==> src/rtl/regbank_sb.sv <==
// Register bank with two bypassed combinational read ports, one clocked write port
// and a per-register pending scoreboard that stalls issue on unresolved sources.
module regbank_sb #(
  parameter int DATA_W   = 32,
  parameter int ADDR_W   = 5,
  parameter int NUM_REGS = 32,
  parameter int ZERO_REG = 1
) (
  input  logic              clk,
  input  logic              rst,
  input  logic [ADDR_W-1:0] rs,
  input  logic [ADDR_W-1:0] rt,
  output logic [DATA_W-1:0] a,
  output logic [DATA_W-1:0] b,
  output logic              comp_sig,
  input  logic              issue_en,
  input  logic [ADDR_W-1:0] rd_issue,
  input  logic              wr_en,
  input  logic [ADDR_W-1:0] wr_addr,
  input  logic [DATA_W-1:0] wr_data,
  output logic              stall,
  output logic [ADDR_W:0]   pend_cnt
);

  logic [DATA_W-1:0]   regs_q [NUM_REGS];
  logic [DATA_W-1:0]   regs_d [NUM_REGS];
  logic [NUM_REGS-1:0] pend_q;
  logic [NUM_REGS-1:0] pend_d;
  logic [ADDR_W:0]     cnt_q;
  logic [ADDR_W:0]     cnt_d;

  logic [DATA_W-1:0] a_raw, b_raw;
  logic pend_rs, pend_rt, pend_rd, pend_wr;
  logic wr_ok, set_ok, src_pend_rs, src_pend_rt, inc, dec;

  // Register 0 (when hardwired) and addresses past NUM_REGS hold no state.
  function automatic logic writable(input logic [ADDR_W-1:0] x);
    return (int'(x) < NUM_REGS) && !((ZERO_REG != 0) && (x == '0));
  endfunction

  always_comb begin
    a_raw   = '0;
    b_raw   = '0;
    pend_rs = 1'b0;
    pend_rt = 1'b0;
    pend_rd = 1'b0;
    pend_wr = 1'b0;
    for (int i = 0; i < NUM_REGS; i++) begin
      if (rs == ADDR_W'(i)) begin
        a_raw   = regs_q[i];
        pend_rs = pend_q[i];
      end
      if (rt == ADDR_W'(i)) begin
        b_raw   = regs_q[i];
        pend_rt = pend_q[i];
      end
      if (rd_issue == ADDR_W'(i)) pend_rd = pend_q[i];
      if (wr_addr == ADDR_W'(i))  pend_wr = pend_q[i];
    end
  end

  always_comb begin
    wr_ok = wr_en && writable(wr_addr);

    a = '0;
    if (writable(rs)) a = (wr_ok && wr_addr == rs) ? wr_data : a_raw;
    b = '0;
    if (writable(rt)) b = (wr_ok && wr_addr == rt) ? wr_data : b_raw;
    comp_sig = (a == b);

    // A source being written back this cycle is already available via bypass.
    src_pend_rs = writable(rs) && pend_rs && !(wr_en && wr_addr == rs);
    src_pend_rt = writable(rt) && pend_rt && !(wr_en && wr_addr == rt);
    stall       = issue_en && (src_pend_rs || src_pend_rt);

    set_ok = issue_en && !stall && writable(rd_issue);
    inc    = set_ok && !pend_rd;
    dec    = wr_ok && pend_wr && !(set_ok && rd_issue == wr_addr);
    cnt_d  = cnt_q + (ADDR_W+1)'(inc) - (ADDR_W+1)'(dec);

    for (int i = 0; i < NUM_REGS; i++) begin
      regs_d[i] = regs_q[i];
      pend_d[i] = pend_q[i];
      if (wr_ok && wr_addr == ADDR_W'(i)) begin
        regs_d[i] = wr_data;
        pend_d[i] = 1'b0;
      end
      // A new producer issued alongside the writeback keeps the register pending.
      if (set_ok && rd_issue == ADDR_W'(i)) pend_d[i] = 1'b1;
    end
  end

  always_ff @(posedge clk or negedge rst) begin
    if (!rst) begin
      for (int i = 0; i < NUM_REGS; i++) regs_q[i] <= '0;
      pend_q <= '0;
      cnt_q  <= '0;
    end else begin
      for (int i = 0; i < NUM_REGS; i++) regs_q[i] <= regs_d[i];
      pend_q <= pend_d;
      cnt_q  <= cnt_d;
    end
  end

  assign pend_cnt = cnt_q;

endmodule

==> config.mk <==
export PLATFORM = sky130hd
export DESIGN_NAME = regbank_sb
export DESIGN_NICKNAME = d
export VERILOG_FILES = /design/src/rtl/regbank_sb.sv
export SDC_FILE = /design/constraint.sdc
export NUM_CORES = 2
export LEC_CHECK = 0
export ABC_AREA = 1
export CORE_MARGIN = 2
export CORE_UTILIZATION = 30
export CTS_CLUSTER_SIZE = 30
export DETAILED_ROUTE_END_ITERATION = 10
export GPL_ROUTABILITY_DRIVEN = 0
export PLACE_DENSITY_LB_ADDON = 0.3
export SLEW_MARGIN = 0
export SYNTH_ARGS = -nofsm -noshare
export SYNTH_HDL_FRONTEND = slang
export SYNTH_SLANG_ARGS = --single-unit
==> constraint.sdc <==
create_clock -name clk -period 9.61 [get_ports clk]
set_clock_uncertainty 0.15 [all_clocks]
set_input_delay 0.961 -clock clk [delete_from_list [all_inputs] [get_ports clk]]
set_output_delay 0.961 -clock clk [all_outputs]
set_load 0.05 [all_outputs]
==> results.sh <==
export IMPL_antenna_violating_nets_post_route=0
export IMPL_fmax_mhz=124.3
export IMPL_worst_r2r_endpoint="pend_cnt[4]"
export IMPL_worst_path_dominant_cell_family="simple AND/OR/NAND/NOR gates"
export IMPL_slew_viol_final=0
export IMPL_r2r_start="pend_q[1]"
export IMPL_numClockSinks=1030
export IMPL_synth_yosys_seq_area_share_pct=45.36
export IMPL_outcome="finished clean"
export IMPL_grt_setup_unrepaired="no"
export IMPL_share_clk_of_total_power_pct=34.9
export IMPL_ys_async_sr_fraction_pct=100.0
export IMPL_netSwitchingPower_mw=4.506
export IMPL_num_rows=159
export IMPL_worstMarginPinSlew_ps=1206
export IMPL_max_cap_violations=0
export IMPL_ys_seq_elements=1030
export IMPL_post_route_fraction_of_the_period_consumed_by_the_critical_path_pct=83.70
export IMPL_r2r_setup_slack_ps=4690
export IMPL_power_per_cell_area_nw_per_um2=205.3
export IMPL_end_kind="output port"
export IMPL_die_height_um=439.2
export IMPL_synth_cells=8237
export IMPL_syn2layout_area_growth_pct=13.74
export IMPL_post_drt_wl_per_cell_um=23.74
export IMPL_ir_worst_vdd_v=0.0001761
export IMPL_max_slew_margin_rel_pct=19.62
export IMPL_post_syn_nets=8300
export IMPL_synth_warnings=0
export IMPL_first_iter_violations=7775
export IMPL_cts_root_buf="clkbuf_16"
export IMPL_port_buffers=127
export IMPL_synth_ff_type="dfrtp_1"
export IMPL_synth_area_um2=56820
export IMPL_synth_cell_types=45
export IMPL_hold_path_class="input port to async pin"
export IMPL_setup_worst_path_start_class="input port"
export IMPL_globalRouteTotalUtil_pct=25.80
export IMPL_ioPinCount=128
export IMPL_worst_r2r_path_depth=29
export IMPL_arrival_ps=6930
export IMPL_drive_gt1_share_pct=6.120
export IMPL_tritoncts="built"
export IMPL_numCtsBuffers=115
export IMPL_power_share_switching_pct=33.96
export IMPL_slowest_stage="clkdlybuf4s50_1"
export IMPL_power_internal_mw=8.763
export IMPL_grt_antenna_before_repair=12
export IMPL_path_clk_slew_ps=60
export IMPL_floorplan_die_area_um2=192900
export IMPL_num_vias=57838
export IMPL_cts_repair_resize_count=0
export IMPL_final_setup_viol_count=0
export IMPL_initial_utilization_pct=30.23
export IMPL_power_share_combinational_pct=20.1
export IMPL_grt_max_degree=149
export IMPL_critical_path_required_ps=8500
export IMPL_htree_levels=3
export IMPL_finalCriticalPeriod_ps=8044
export IMPL_design_final_nets=8166
export IMPL_nFillCells=19942
export IMPL_setup_worst_path_start="rt[2]"
export IMPL_cell_seen_most_often_among_critical_path_stages="nand4_1"
export IMPL_share_seq_of_total_power_pct=45.0
export IMPL_fin_hold_ws_ps=122.5
export IMPL_core_area_um2=188000
export IMPL_viasPerCell=5.403
export IMPL_dieWidth_um=439.2
export IMPL_crit_fanout=16
export IMPL_hold_violations=0
export IMPL_detailed_place_hpwl_um=167700
export IMPL_clock_insertion_delay_at_the_later_pin_of_the_skew_report_ps=760
export IMPL_place_ws_ps=1817
export IMPL_synth_avg_cell_area_um2=6.899
export IMPL_power_static_leakage_nw=28.95
export IMPL_cp_buffers_inverters=5
export IMPL_fin_setup_tns_ps=0
export IMPL_drcViolationCount=0
export IMPL_wirelength_routed_um=254100
export IMPL_crit_path_max_incr_delay_ps=960
export IMPL_cp_cell_sequence="clkdlybuf4s50_1 > inv_1 > nor2_2 > nand2_1 > nor2_2 > buf_4 > buf_4 > nand2_1 > nand4_1 > nand2_1 > nand3_1 > nand2_1 > nand4_1 > nor2_1 > nand4_1 > nor2_1 > nand4_1 > nor2_1 > nand4_1 > nor2_1 > nand4_1 > nand2_1 > a21oi_1 > clkdlybuf4s50_1"
export IMPL_postCtsSetupRepairBufs=0
export IMPL_worst_setup_path_type="input port to output port"
export IMPL_globalRoute_totalOverflow=0
export IMPL_cts_hold_buffers_added=0
export IMPL_layout_setup_ws_ps=1566
export IMPL_grt_pass1_wl_um=370500
export IMPL_cts_path_max_buffers=3
export IMPL_synth_edff_count=0
export IMPL_detailedRoute_firstPassIterationCount=7
export IMPL_grt_pass1_vias=54151
==> power by group through the flow <==
stage / Combinational (mW) / Sequential, mW / Clock [mW]
5_1_grt: 2.95 / 6.07 / 4.85
6_report: 2.66 / 5.97 / 4.63
4_1_cts: 2.63 / 5.94 / 4.68
3_5_place_dp: 2.62 / 6.00 / 0
3_3_place_gp: 2.57 / 5.98 / 0
2_1_floorplan: 1.66 / 5.84 / 0
==> cell usage after synthesis, types with 8 or more instances <==
cell type | number | area [um2]
a21oi_1 | 235 | 1176
buf_1 | 23 | 86.33
buf_2 | 43 | 215.2
buf_4 | 11 | 82.58
clkbuf_1 | 477 | 1790
clkinv_1 | 9 | 33.78
dfrtp_1 | 1030 | 25770
inv_1 | 736 | 2763
inv_2 | 26 | 97.59
nand2_1 | 2871 | 10780
nand3_1 | 159 | 795.8
nand4_1 | 536 | 3353
nor2_1 | 897 | 3367
nor2_2 | 9 | 56.30
nor3_1 | 37 | 185.2
o2111ai_1 | 24 | 210.2
o21a_1 | 79 | 593.1
o21ai_0 | 913 | 4569
o21ai_1 | 8 | 40.04
o21bai_1 | 8 | 60.06
or2_0 | 12 | 75.07
or2_1 | 10 | 62.56
or2_2 | 27 | 168.9
==> placed cells by master, fill, tap and decap left out, types with 24 or more instances in the layout <==
cell type,instances
nand2_1,2856
dfrtp_1,1030
o21ai_0,913
nor2_1,869
inv_1,726
nand4_1,536
a21oi_1,235
buf_4,171
nand3_1,156
clkdlybuf4s50_1,125
clkbuf_16,116
o21a_1,79
inv_2,32
nor3_1,31
clkbuf_8,31
or2_2,27
clkbuf_1,27
nor2_2,26
o2111ai_1,24
==> how the worst max path moves through the flow <==
stage | endpoint | slack, ps | cells past startpoint
floorplan | comp_sig | 4220 | 25
global placement | b[10] | 1910 | 24
detailed placement | b[10] | 1820 | 24
CTS | b[10] | 1790 | 24
global route | b[10] | 1390 | 24
finish | b[10] | 1570 | 24
==> logic make-up (layout without fill, tap and decap cells) <==
logic type / Yosys count / after routing / share of synthesized area (%)
DFF: 1030 / 1030 / 45.36
xor gates and xnor gates: 8 / 8 / 0.1233
buffers and inverters: 1328 / 1294 / 8.970
adders and majority gates: 7 / 7 / 0.1673
other: 0 / 6 / 0
AOI/OAI and AO/OA: 1292 / 1292 / 12.02
and+or+nand+nor: 4572 / 4572 / 33.36
==> cell type report <==
type | instances | area (um2) | area share [%]
Tap cell | 2495 | 3122 | 4.830
Timing Repair Buffer | 305 | 2710 | 4.193
Inverter | 772 | 2902 | 4.489
Sequential cell | 1030 | 25770 | 39.88
Multi-Input combinational cell | 5879 | 26210 | 40.55
Antenna cell | 6 | 15.01 | 0.02323
Clock inverter | 43 | 471.7 | 0.7298
Clock buffer | 174 | 3431 | 5.308
==> metrics by stage <==
stage,std cells,cell area [um2],util [%],power [mW]
after CTS,10698,64620,34.37,13.25
after floorplan,8237,56820,-,7.496
after detailed placement,10481,60720,32.30,8.623
after global placement,10481,60720,32.30,8.553
after global routing,10702,64630,34.38,13.87
final,10704,64630,34.38,13.27
==> flip-flops by register name, summed over array words and instances (netlist names) <==
name	flops
pend_q	32
regs_q	992
pend_cnt	6
==> layer usage <==
layer	GRT usage (%)	wire length, um	part of all wire [%]
met5	0	48	0.019
met4	14.54	15850	6.2
met3	5.290	27080	11
met2	39.75	110400	43
met1	33.64	100700	40
Power figures use the tool's default switching activity.
